===== src/rtl/led_panel_tx.sv =====
// led_panel_tx: serial word transmitter for a daisy-chain of shift-register LED drivers
// Ports: clk, rst_n (sync, active low); start (frame request, IDLE only);
//   data_in/data_valid/data_ready (one word per device handshake);
//   sdi/sclk (MSB-first serial data, sampled on sclk rise); le (latch pulse per word);
//   oe_n (driver enable, active low); dev_idx (device being loaded); busy; done (frame end pulse).
// Optional macro LED_PANEL_TX_BLANK_EN: blank oe_n while data moves through the chain.
module led_panel_tx #(
  parameter int NUMBER_OF_DEVICES = 4,
  parameter int DATA_WIDTH = 16,
  parameter int CLK_DIV = 2
) (
  input  logic clk,
  input  logic rst_n,
  input  logic start,
  input  logic [DATA_WIDTH-1:0] data_in,
  input  logic data_valid,
  output logic data_ready,
  output logic sdi,
  output logic sclk,
  output logic le,
  output logic oe_n,
  output logic [4:0] dev_idx,
  output logic busy,
  output logic done
);
  localparam int CW = $clog2(2 * CLK_DIV);
  localparam int BW = $clog2(DATA_WIDTH);
  localparam logic [CW-1:0] HALF_LAST = CW'(CLK_DIV - 1);
  localparam logic [CW-1:0] LATCH_LAST = CW'(2 * CLK_DIV - 1);
  localparam logic [BW-1:0] BIT_LAST = BW'(DATA_WIDTH - 1);
  localparam logic [4:0] DEV_LAST = 5'(NUMBER_OF_DEVICES - 1);
  typedef enum logic [2:0] {IDLE, LOAD, SHIFT, LATCH, NEXT} state_t;
  state_t state_q;
  // MSB goes straight to sdi on transfer, so only the remaining bits are held
  logic [DATA_WIDTH-2:0] sr_q;
  logic [BW-1:0] bit_q;
  logic [CW-1:0] div_q;
  logic sdi_q, sclk_q, le_q, oe_n_q, done_q;
  logic [4:0] dev_idx_q;
  logic last;
`ifdef LED_PANEL_TX_BLANK_EN
  logic frame_done_q;
`endif
  assign last = dev_idx_q == DEV_LAST;
  assign data_ready = state_q == LOAD;
  assign busy = state_q != IDLE;
  assign sdi = sdi_q;
  assign sclk = sclk_q;
  assign le = le_q;
  assign oe_n = oe_n_q;
  assign dev_idx = dev_idx_q;
  assign done = done_q;
  always_ff @(posedge clk) begin
    if (!rst_n) begin
      state_q <= IDLE;
      sr_q <= '0;
      bit_q <= '0;
      div_q <= '0;
      sdi_q <= 1'b0;
      sclk_q <= 1'b0;
      le_q <= 1'b0;
      oe_n_q <= 1'b1;
      done_q <= 1'b0;
      dev_idx_q <= '0;
`ifdef LED_PANEL_TX_BLANK_EN
      frame_done_q <= 1'b0;
`endif
    end else begin
      done_q <= 1'b0;
      case (state_q)
        IDLE: if (start) begin
          state_q <= LOAD;
          dev_idx_q <= '0;
        end
        LOAD: if (data_valid) begin
          sr_q <= data_in[DATA_WIDTH-2:0];
          sdi_q <= data_in[DATA_WIDTH-1];
          bit_q <= BIT_LAST;
          div_q <= '0;
          state_q <= SHIFT;
`ifdef LED_PANEL_TX_BLANK_EN
          oe_n_q <= 1'b1;
`endif
        end
        // sclk flips at the end of each half; sdi advances only on the falling flip
        SHIFT: if (div_q == HALF_LAST) begin
          div_q <= '0;
          sclk_q <= ~sclk_q;
          if (sclk_q) begin
            if (bit_q == '0) begin
              sdi_q <= 1'b0;
              le_q <= 1'b1;
              state_q <= LATCH;
            end else begin
              sdi_q <= sr_q[DATA_WIDTH-2];
              sr_q <= sr_q << 1;
              bit_q <= bit_q - 1'b1;
            end
          end
        end else begin
          div_q <= div_q + 1'b1;
        end
        // done is raised here so it is visible during NEXT, with le already low
        LATCH: if (div_q == LATCH_LAST) begin
          div_q <= '0;
          le_q <= 1'b0;
          state_q <= NEXT;
          if (last) begin
            done_q <= 1'b1;
`ifndef LED_PANEL_TX_BLANK_EN
            oe_n_q <= 1'b0;
`endif
          end
        end else begin
          div_q <= div_q + 1'b1;
        end
        NEXT: begin
          dev_idx_q <= last ? 5'd0 : dev_idx_q + 5'd1;
          state_q <= last ? IDLE : LOAD;
`ifdef LED_PANEL_TX_BLANK_EN
          if (last) frame_done_q <= 1'b1;
          oe_n_q <= ~(last || frame_done_q);
`endif
        end
        default: state_q <= IDLE;
      endcase
    end
  end
endmodule


===== config.mk =====
export PLATFORM = sky130hd
export DESIGN_NAME = led_panel_tx
export DESIGN_NICKNAME = d
export VERILOG_FILES = /design/src/rtl/led_panel_tx.sv
export SDC_FILE = /design/constraint.sdc
export NUM_CORES = 1
export LEC_CHECK = 0
export ABC_AREA = 0
export BUFFER_PORTS_ARGS = -buffer_cell sky130_fd_sc_hd__buf_2
export CAP_MARGIN = 5
export CORE_MARGIN = 4
export CORE_UTILIZATION = 40
export CTS_CLUSTER_SIZE = 20
export DETAILED_ROUTE_END_ITERATION = 8
export HOLD_SLACK_MARGIN = 0.06
export PLACE_DENSITY_LB_ADDON = 0.08
export SETUP_SLACK_MARGIN = 0.02
export SYNTH_ARGS = -nofsm -noshare
export SYNTH_HDL_FRONTEND = slang
export SYNTH_SLANG_ARGS = --single-unit

===== constraint.sdc =====
create_clock -name clk -period 1.8 [get_ports clk]
set_clock_uncertainty 0.1 [all_clocks]
set_input_delay 0.27 -clock clk [delete_from_list [all_inputs] [get_ports clk]]
set_output_delay 0.27 -clock clk [all_outputs]
set_load 0.005 [all_outputs]

==> results of run 1 <==
-- timing repair --
action | 4_1_cts | 5_1_grt
resized for setup | 1 | 10
pin swaps | 1 | 6
endpoints found under the setup margin | 17 | 20
cloned | 0 | 1
buffers inserted | 0 | 1
-- path summary, 6_finish.rpt --
check / start / to / slack [ps] / cells past startpoint
setup / recovery: bit_q[0] / bit_q[3] / -3 / 7
hold reg to reg: oe_n / oe_n / 390 / 2
setup reg to reg: bit_q[0] / bit_q[3] / -3 / 7
hold / removal: data_in[15] / sdi / 140 / 3
-- cells by family after synthesis --
logic type	after synthesis	share of synthesized area, %
and+or+nand+nor	80	23.39
AOI/OAI and AO/OA	76	29.20
DFF	34	34.76
buffers and inverters	28	7.348
adders and majority gates	5	3.195
muxes	3	1.661
xor gates and xnor gates	1	0.4474
-- sequential cells by signal (all words and copies together) (netlist names) --
name and cells:
done 1, state_q 3, oe_n 1, sr_q 15
dev_idx 5, sdi 1, sclk 1, bit_q 4
le 1, div_q 2
-- area by class of cell --
type	instances	area, um2	area share [%]
clock buffers	6	82.58	3.307
clock inverters	2	60.06	2.405
inverters	8	30.03	1.202
multi-input cells	165	1181	47.29
flip-flops and latches	34	684.4	27.40
well taps	67	83.83	3.357
repair buffers	51	375.4	15.03
-- routing by layer --
layer  vias to the layer above  routed length, um
met5                         -                  0
met4                         0                 43
met3                         5                176
met2                        35               2231
met1                       887               2527
li1                        965                  -
-- cells in the mapped netlist (2+ instances only) --
library cell / n
sky130_fd_sc_hd__or3b_4: 2
sky130_fd_sc_hd__or3_1: 16
sky130_fd_sc_hd__o2111ai_1: 15
sky130_fd_sc_hd__dfxtp_1: 34
sky130_fd_sc_hd__a21oi_1: 10
sky130_fd_sc_hd__buf_4: 2
sky130_fd_sc_hd__a211oi_1: 2
sky130_fd_sc_hd__nor2b_1: 2
sky130_fd_sc_hd__a22oi_1: 3
sky130_fd_sc_hd__a32oi_1: 2
sky130_fd_sc_hd__nor4b_1: 2
sky130_fd_sc_hd__nand2_1: 6
sky130_fd_sc_hd__and2b_1: 2
sky130_fd_sc_hd__nand3_1: 22
sky130_fd_sc_hd__ha_1: 5
sky130_fd_sc_hd__o21ai_0: 7
sky130_fd_sc_hd__o211ai_1: 29
sky130_fd_sc_hd__o22ai_1: 2
sky130_fd_sc_hd__nand4b_1: 2
sky130_fd_sc_hd__nor3_1: 6
sky130_fd_sc_hd__mux2_2: 2
sky130_fd_sc_hd__and3_1: 4
sky130_fd_sc_hd__buf_6: 4
sky130_fd_sc_hd__clkbuf_1: 13
sky130_fd_sc_hd__nor2_1: 11
sky130_fd_sc_hd__inv_1: 7
-- metrics by stage --
step	instance area (um2)	std cells	power [W]
2_1_floorplan	1977	227	0.001063
3_3_place_gp	2277	323	0.001195
3_5_place_dp	2277	323	0.001193
4_1_cts	2424	331	0.002069
5_1_grt	2497	333	0.002155
6_report	2497	333	0.002075
-- worst max-delay path, delay by kind of cell (launching register included) --
kind / cells / cell delay (ps)
fa+ha+maj: 1 / 120
buf+inv: 2 / 220
simple gates: 2 / 420
flops: 1 / 330
compound gates: 2 / 510
-- where the power goes --
part / switching (W) / internal [W]
registers: 0.0000369 / 0.000802
logic: 0.000189 / 0.000169
clock network: 0.000286 / 0.000591
total: 0.000512 / 0.00156
==> results.md, run 1 <==
* Die Span Y at between 70 and 80 um
* Vias post-DR at roughly 1,900
* Net count, final at 290
* Largest net degree at the start of global routing at 29
* GR Util All Layers at approximately 16%
* Leakage Power at ~0.90 nW
* Aggregate global routing overflow at 0
* Final total negative setup slack at -2.550 ps
* Count of flip-flops with a built-in enable after synthesis at 0
* GRT Max-Usage Layer: met2
* Number of clock sinks seen by CTS at 34
* DRC viols at 0
* Latest clock arrival within the worst-skew pair at 280 ps
* Maximum capacitance violations at 0
* Maximum buffer depth of the clock tree at 2
* Clock tree from TritonCTS: built
* Setup violators final at 1
* Areal power density over the cells at between 800 and 900 nW/um2
* Clock root buffer: sky130_fd_sc_hd__clkbuf_8
* Average routed wire per standard cell at about 15 um
* Class of the tightest hold or removal check: in2reg
* CP endpoint kind: flip-flop
* Crit path max fanout at 3
* Number of synthesized register bits at 34
* Synth cell types at 41
* Cell accounting for the most synthesized area: sky130_fd_sc_hd__dfxtp_1
* Leading register cell type out of synthesis: sky130_fd_sc_hd__dfxtp_1
* Startpoint type of the worst setup path: flip-flop
* Area share of the largest cell type after synthesis at 34.76%
* Fin Hold WS at between 100 and 150 ps
* Met2 Resource Use GR at 23.97%
* Met1 demand-to-capacity share in global routing at 23.84%
* Register area share after synthesis at a little over a third
* Inserted Clock Buffers at 5
* Worst EP required at 1880 ps
* Cell type of the slowest stage on the worst timing path: sky130_fd_sc_hd__or3b_4
* Initial DRC Count at between 150 and 200
* Post-route worst setup slack at -2.550 ps
* Post-layout min period at about 1800 ps
* Synthesized area divided by synthesized cell count at approximately 8.6 um2
* Violations in the final reports: negative setup slack
* Highest attainable clock frequency at about 550 MHz
* Number of levels the H-tree was split into at 2
* Post-route fraction of the period consumed by the critical path at 100.1%
* Synthesis-to-finish area growth at 27.54%
* Worst setup path category: reg2reg
* Final wirelength at approximately 5000 um
* Antenna-violating nets left at 0
* Vias in the first global route at approximately 1,700
* Worst slack at placement at -14.36 ps
* Drt pass-1 iters at 4
* Die boundary width at ~78 um
* Count of warnings emitted by yosys at 0
* Estimated wirelength of the detail-placed design at between 3000 and 4000 um
* Max rail drop VDD at ~0.00045 V
* Unrepaired setup endpoints after global routing: yes
* Row count at 25
* Data arrival time of the critical path at between 1500 and 2000 ps
* Syn nets at 252
* Final hold violations at 0
* Initial core utilization at 41.46%
* I/O pin count at 32
* Fraction of the core area covered by cells at the end of the flow at a little over half
* Ratio of cells with drive above 1 in the final layout at between 20% and 30%
* Outcome: finished, violations left
* Gp weighted congestion at ~0.74
* Cell area after synthesis at just under 2000 um2
* Met3 track utilization from global routing at 3.248%
* Diode count at 0
* CTS hold repair buffers at 0
* Clock input transition at the sequential cells of the worst setup and hold paths at ~80 ps
* Post-synthesis instance total at roughly 230
* Vias per std cell at about 5.7
* First-pass GRT wire length at slightly above 8000 um
* Buffers on Ports at 31
* Worst path cell trace: inv_2 > ha_4 > or3b_4 > a32oi_4 > buf_6 > nor2_2 > o221a_2
* Actual transition at the worst max-transition pin at roughly 610 ps
* Highest cell delay on the worst timing path at 390 ps
* Initial antenna violation count at 0
* Top library cells by usage in the layout, fill and taps aside: sky130_fd_sc_hd__dfxtp_1 (31), sky130_fd_sc_hd__buf_2 (31), sky130_fd_sc_hd__o211ai_1 (29)
* Number of filler cells placed in the layout at 440
* Fin. max-slew vios at 0
* Top area cells in the synthesized netlist: sky130_fd_sc_hd__dfxtp_1 (35%), sky130_fd_sc_hd__o211ai_1 (11%), sky130_fd_sc_hd__o2111ai_1 (6.7%), sky130_fd_sc_hd__nand3_1 (5.6%), sky130_fd_sc_hd__or3_1 (5.1%)
* Share of synthesized registers carrying an async set or reset at 0%
* Max-Slew Margin vs Limit at between 50 and 60%
* DIE AREA at between 6000 and 7000 um2
* Core area at about 4700 um2
Power figures use the tool's default switching activity.
==> run 2: changes to the inputs <==
BUFFER_PORTS_ARGS = -buffer_cell sky130_fd_sc_hd__buf_4   (was -buffer_cell sky130_fd_sc_hd__buf_2)
clock period = 2.07 ns   (was 1.8 ns; I/O delays follow)
==> run 2 against run 1 <==
Against the previous run:
- the run now ends clean
- non-clock buffer count decreased by 8
- total power fell by 22%
- first-iteration DRC count shrank 67%
- critical endpoint is now sr_q[0]
==> results.md, run 2 (synthesized netlist as in run 1, its figures left out) <==
* Initial antenna violation count at 0 (unchanged)
* FF-to-FF Start: bit_q[0]
* Combinational Power Share at 16.9% (-0.4 points)
* Number of levels the H-tree was split into at 2 (unchanged)
* Number of stages on the worst hold path at 3 (unchanged)
* Estimated wirelength of the detail-placed design at 3304 um (-2.1%)
* Maximum buffer depth of the clock tree at 2 (unchanged)
* Max FFs per register at 15 (unchanged)
* Setup slack on the worst flop-to-flop path at 140 ps (+140 ps)
* DIE AREA at 6079 um2 (unchanged)
* Synthesis-to-finish area growth at 21.47%
* Net count, final at 282 (-2.8%)
* Outcome: finished clean
* GR Util All Layers at 17.03% (+0.90 points)
* Met1 demand-to-capacity share in global routing at 22.25% (-1.6 points)
* Startpoint type of the worst setup path: flip-flop
* Vias in the first global route at 1,772 (+6.4%)
* Antenna-violating nets left at 0 (unchanged)
* Class of the tightest hold or removal check: in2reg
* Areal power density over the cells at 676.7 nW/um2 (-19%)
* Met3 track utilization from global routing at 3.712% (+0.46 points)
* First-pass GRT wire length at 8424 um (+4.3%)
* Placed cell area at 2262 um2 (-0.66%)
* Highest attainable clock frequency at 518.5 MHz (-6.5%)
* Min-delay src: data_in[15]
* Final total negative setup slack at 0 ps (+2.550 ps)
* Top library cells by usage in the layout, fill and taps aside: sky130_fd_sc_hd__buf_4 (42), sky130_fd_sc_hd__dfxtp_1 (34), sky130_fd_sc_hd__o211ai_1 (29)
* Final hold violations at 0 (unchanged)
* Average routed wire per standard cell at 15.13 um (+1.2%)
* Inserted Clock Buffers at 5 (unchanged)
* I/O pin count at 32 (unchanged)
* Leading cell type in the layout, fill and taps excluded: sky130_fd_sc_hd__buf_4
* Switching power summed over all nets at 0.0004345 W (-15%)
* Worst path cell trace: inv_1 > ha_1 > or3b_4 > a32oi_4 > a21o_1 > buf_12 > a32o_1
* Post-layout min period at 1929 ps (+126.0 ps)
* Largest net degree at the start of global routing at 39 (+34%)
* Buffers on Ports at 31 (unchanged)
* Internal Pwr Total at 0.001175 W (-25%)
* Setup violators final at 0 (-1)
* Core area at 4723 um2 (unchanged)
* Part of the power in the clock network at 37.5% (-4.8 points)
* Final cell area excluding filler cells at 2379 um2 (-4.8%)
* Maximum capacitance violations at 0 (unchanged)
* Final wirelength at 4916 um (-1.3%)
* Ratio of cells with drive above 1 in the final layout at 23.26% (-6.1 points)
* Power share of the sequential group at 45.6% (+5.2 points)
* Highest cell delay on the worst timing path at 420 ps (+30 ps)
* Hold-critical path endpoint: sdi
* Die boundary width at 77.97 um (unchanged)
* Initial core utilization at 41.46% (unchanged)
* Worst R2R End: sr_q[0]
* Sw Ratio at 26.99% (+2.3 points)
* Post-route fraction of the period consumed by the critical path at 93.17% (-7.0 points)
* Met2 Resource Use GR at 27.65% (+3.7 points)
* Cell type of the slowest stage on the worst timing path: sky130_fd_sc_hd__or3b_4
* Diode count at 0 (unchanged)
* Aggregate global routing overflow at 0 (unchanged)
* Max rail drop VDD at 0.0002397 V (-47%)
* Initial DRC Count at 54 (-67%)
* Latest clock arrival within the worst-skew pair at 280 ps (about the same)
* Vias post-DR at 1,868 (-1.3%)
* Crit path max fanout at 14 (+11)
* Vias per std cell at 5.748 (+1.2%)
* Unrepaired setup endpoints after global routing: no
* Worst EP required at 2200 ps (+320 ps)
* Data arrival time of the critical path at 2060 ps (+180 ps)
* Leakage Power at 0.8385 nW (-6.6%)
* Fin. max-slew vios at 0 (unchanged)
* Clock root buffer: sky130_fd_sc_hd__clkbuf_8
* DRC viols at 0 (unchanged)
* Worst r2r path cells at 7 (unchanged)
* Die Span Y at 77.97 um (unchanged)
* Gp weighted congestion at 0.8350 (+12%)
* Row count at 25 (unchanged)
* CP endpoint kind: flip-flop
* Clock tree from TritonCTS: built
* Worst setup path category: reg2reg
* Actual transition at the worst max-transition pin at 537.2 ps (-73.47 ps)
* Register with the most flip-flops: sr_q
* GRT Max-Usage Layer: met2
* Max-Slew Margin vs Limit at 63.81% (+4.9 points)
* Clock input transition at the sequential cells of the worst setup and hold paths at 70 ps (about the same)
* Drt pass-1 iters at 4 (unchanged)
* Number of clock sinks seen by CTS at 34 (unchanged)
run 2: critical path: cells and delay by family (launching register included):
| kind | cells | cell delay, ps |
|---|---|---|
| buffers and inverters | 2 | 240 |
| adder cells (fa/ha/maj) | 1 | 200 |
| AO/OA/AOI/OAI | 3 | 580 |
| flip-flops | 1 | 330 |
| AND/OR/NAND/NOR | 1 | 420 |
run 2: routing by layer:
metal	up-vias	wire length (um)
li1	947	-
met1	887	2407
met2	27	2261
met3	7	183
met4	0	62
met5	-	0
run 2: worst max path at each step:
stage | slack, ps | from | to
5_1_grt | 40 | bit_q[0] | sr_q[0]
4_1_cts | 110 | bit_q[0] | sr_q[0]
3_5_place_dp | 120 | bit_q[0] | sr_q[6]
2_1_floorplan | 200 | bit_q[0] | sr_q[10]
6_report | 140 | bit_q[0] | sr_q[0]
3_3_place_gp | 170 | bit_q[0] | sr_q[10]
run 2: repair_timing:
item                       in CTS  in global routing
gates resized for setup         0                  0
setup buffers                   0                  1
hold buffers                    0                  0
setup endpoints to repair       0                  6
run 2: area by class of cell:
class / instances / area [um2]
clock buffers: 5 / 68.82
clock inverters: 3 / 40.04
fillers: 476 / 2345
inverters: 8 / 30.03
multi-input cells: 165 / 1140
flip-flops and latches: 34 / 680.7
well taps: 67 / 83.83
repair buffers: 43 / 335.3
run 2: through the flow:
stage | worst slack [ps] | util [%] | std cells | total power (W) | hold slack, ps
2_1_floorplan | 198.0 | - | 227 | 0.0009194 | 348.1
3_3_place_gp | 171.8 | 47.89 | 316 | 0.001019 | 363.9
3_5_place_dp | 120.5 | 47.89 | 316 | 0.001017 | 357.0
4_1_cts | 110.2 | 50.20 | 324 | 0.001624 | 176.8
5_1_grt | 44.29 | 50.36 | 325 | 0.001698 | 186.7
6_report | 141.4 | 50.36 | 325 | 0.001610 | 184.9
run 2: power groups by stage:
stage | registers, W | clock network (W) | logic, W
final | 0.000734 | 0.000604 | 0.000272
after global routing | 0.000740 | 0.000656 | 0.000301
after CTS | 0.000733 | 0.000619 | 0.000271
after detailed placement | 0.000747 | 0 | 0.000270
after global placement | 0.000748 | 0 | 0.000271
after floorplan | 0.000735 | 0 | 0.000184
==> run 3: changes to the inputs <==
clock period = 2.5 ns   (was 2.07 ns; I/O delays follow)
==> run 3 against run 2 <==
Against the previous run:
- first-iteration DRC count rose by 150%
- register-to-register slack improved by 410 ps
- clock power down 13%
==> results.md, run 3 (synthesized netlist as in run 1, its figures left out) <==
* Final hold violations at 0 (unchanged)
* FF-to-FF Start: state_q[0]
* Crit path max fanout at 12 (-2)
* Net count, final at 278 (-1.4%)
* Final Total Pwr at 0.001349 W (-16%)
* CP endpoint kind: primary output
* Aggregate global routing overflow at 0 (unchanged)
* Initial antenna violation count at 0 (unchanged)
* Fin. max-slew vios at 0 (unchanged)
* # placed instances at 313 (-0.95%)
* Synthesis-to-finish area growth at 19.55%
* Cell Count, Final, Fillers Out at 321 (-1.2%)
* Maximum buffer depth of the clock tree at 2 (unchanged)
* Buffers & Inverters on Critical Path at 2 (unchanged)
* Clock root buffer: sky130_fd_sc_hd__clkbuf_8
* Internal Pwr Total at 0.0009691 W (-18%)
* CTS hold repair buffers at 0 (unchanged)
* Estimated wirelength of the detail-placed design at 3239 um (-2.0%)
* Max-Slew Margin vs Limit at 61.37% (-2.4 points)
* Clock tree from TritonCTS: built
* Ratio of cells with drive above 1 in the final layout at 22.05% (-1.2 points)
* Worst EP required at 2030 ps (-170 ps)
* Sw Ratio at 28.18% (+1.2 points)
* Post-cts repair resize count at 0 (unchanged)
* GR Util All Layers at 17.18% (+0.15 points)
* Startpoint type of the worst setup path: flip-flop
* Leading cell type in the layout, fill and taps excluded: sky130_fd_sc_hd__buf_4
* Inserted Clock Buffers at 5 (unchanged)
* Worst path cell trace: buf_4 > or3_1 > buf_4
* Gp weighted congestion at 0.7727 (-7.5%)
* Min-delay src: data_in[15]
* Core area at 4723 um2 (unchanged)
* Max FFs per register at 15 (unchanged)
* Largest net degree at the start of global routing at 51 (+31%)
* Post-route worst setup slack at 507.8 ps (+366.4 ps)
* Unrepaired setup endpoints after global routing: no
* Initial core utilization at 41.46% (unchanged)
* Highest attainable clock frequency at 502.0 MHz
* Final wirelength at 4961 um (+0.92%)
* Row count at 25 (unchanged)
* Buffers on Ports at 31 (unchanged)
* Areal power density over the cells at 576.4 nW/um2 (-15%)
* Initial DRC Count at 133 (+150%)
* Number of clock sinks seen by CTS at 34 (unchanged)
* Setup violators final at 0 (unchanged)
* Antenna-violating nets left at 0 (unchanged)
* Power share of the sequential group at 45.4% (-0.2 points)
* Maximum capacitance violations at 0 (unchanged)
* Worst setup path category: reg2out
* Cell type of the slowest stage on the worst timing path: sky130_fd_sc_hd__dfxtp_1
* Vias per std cell at 5.720 (-0.49%)
* Max rail drop VDD at 0.0002546 V (+6.2%)
* Combinational Power Share at 15.6% (-1.3 points)
* Highest cell delay on the worst timing path at 460 ps (+40 ps)
* Post-layout min period at 1992 ps
* First-pass GRT wire length at 8438 um (+0.17%)
* Count of buffers added by post-CTS timing repair for setup at 0 (unchanged)
* Number of levels the H-tree was split into at 2 (unchanged)
* DIE AREA at 6079 um2 (unchanged)
* Drt pass-1 iters at 4 (unchanged)
* Library cell appearing most often on the critical path: sky130_fd_sc_hd__buf_4
* Vias post-DR at 1,836 (-1.7%)
* I/O pin count at 32 (unchanged)
* Part of the power in the clock network at 39.0% (+1.5 points)
* Vias in the first global route at 1,732 (-2.3%)
* Switching power summed over all nets at 0.0003803 W (-12%)
* Die Span Y at 77.97 um (unchanged)
* Latest clock arrival within the worst-skew pair at 300 ps (+20 ps)
* Die boundary width at 77.97 um (unchanged)
* Top library cells by usage in the layout, fill and taps aside: sky130_fd_sc_hd__buf_4 (39), sky130_fd_sc_hd__dfxtp_1 (34), sky130_fd_sc_hd__o211ai_1 (29)
* Average routed wire per standard cell at 15.45 um (+2.2%)
* Post-route fraction of the period consumed by the critical path at between 70 and 80%
* Crit path launch: state_q[2]
* Leakage Power at 0.8028 nW (-4.3%)
* Actual transition at the worst max-transition pin at 573.3 ps (+36.17 ps)
* Data arrival time of the critical path at 1520 ps (-540 ps)
* Final total negative setup slack at 0 ps (unchanged)
* Class of the tightest hold or removal check: in2reg
* Top cell family by delay on the critical path: flip-flops
* DRC viols at 0 (unchanged)
* Diode count at 0 (unchanged)
* Outcome: finished clean
* Worst slack at placement at 583.6 ps (+463.1 ps)
* Register with the most flip-flops: sr_q
* Clock input transition at the sequential cells of the worst setup and hold paths at 80 ps (about the same)
[run 3: changes by cell type in the layout (fill, tap and decap cells not counted), sizes merged]
cell	previous run	this run
clkinv	2	0
buf	43	39
clkinvlp	0	2
[run 3: layer usage]
metal	part of all wire [%]	routed length, um	vias up	GRT usage [%]
met1	49	2412	863	21.43
met4	1.3	65	0	5.769
met5	0	0	-	0
li1	-	-	933	-
met3	4.4	219	7	4.640
met2	46	2263	33	28.51
[run 3: final timing paths]
check	to	slack (ps)	cells after the start
worst min register to register	oe_n	360	2
worst max-delay path	busy	510	3
worst max register to register	bit_q[2]	550	5
worst min-delay path	sdi	230	3
[run 3: power by group through the flow]
stage          clock, W  sequential (W)  combinational (W)
2_1_floorplan         0        0.000609           0.000152
3_3_place_gp          0        0.000623           0.000212
3_5_place_dp          0        0.000623           0.000212
4_1_cts        0.000535        0.000611           0.000213
5_1_grt        0.000565        0.000618           0.000237
6_report       0.000526        0.000612           0.000211
[run 3: area by class of cell]
type | instances | area (um2)
inverter | 8 | 30.03
timing repair buffer | 39 | 292.8
tap | 67 | 83.83
clock buffer | 5 | 68.82
fill | 471 | 2382
sequential | 34 | 680.7
clock inverter | 3 | 45.04
multi-input combinational | 165 | 1140
[run 3: worst register-to-register path, cell delays in order, from the launching register on]
cell	delay, ps
sky130_fd_sc_hd__dfxtp_1	700
sky130_fd_sc_hd__and2b_1	330
sky130_fd_sc_hd__a32oi_4	90
sky130_fd_sc_hd__buf_4	190
sky130_fd_sc_hd__or3_1	340
sky130_fd_sc_hd__a21oi_1	120
[run 3: per-stage QoR]
step | hold WS, ps | area, um2 | utilization [%]
2_1_floorplan | 348.1 | 1958 | -
3_3_place_gp | 360.5 | 2227 | 47.15
3_5_place_dp | 356.0 | 2227 | 47.15
4_1_cts | 231.8 | 2341 | 49.56
5_1_grt | 243.1 | 2341 | 49.56
6_report | 234.0 | 2341 | 49.56
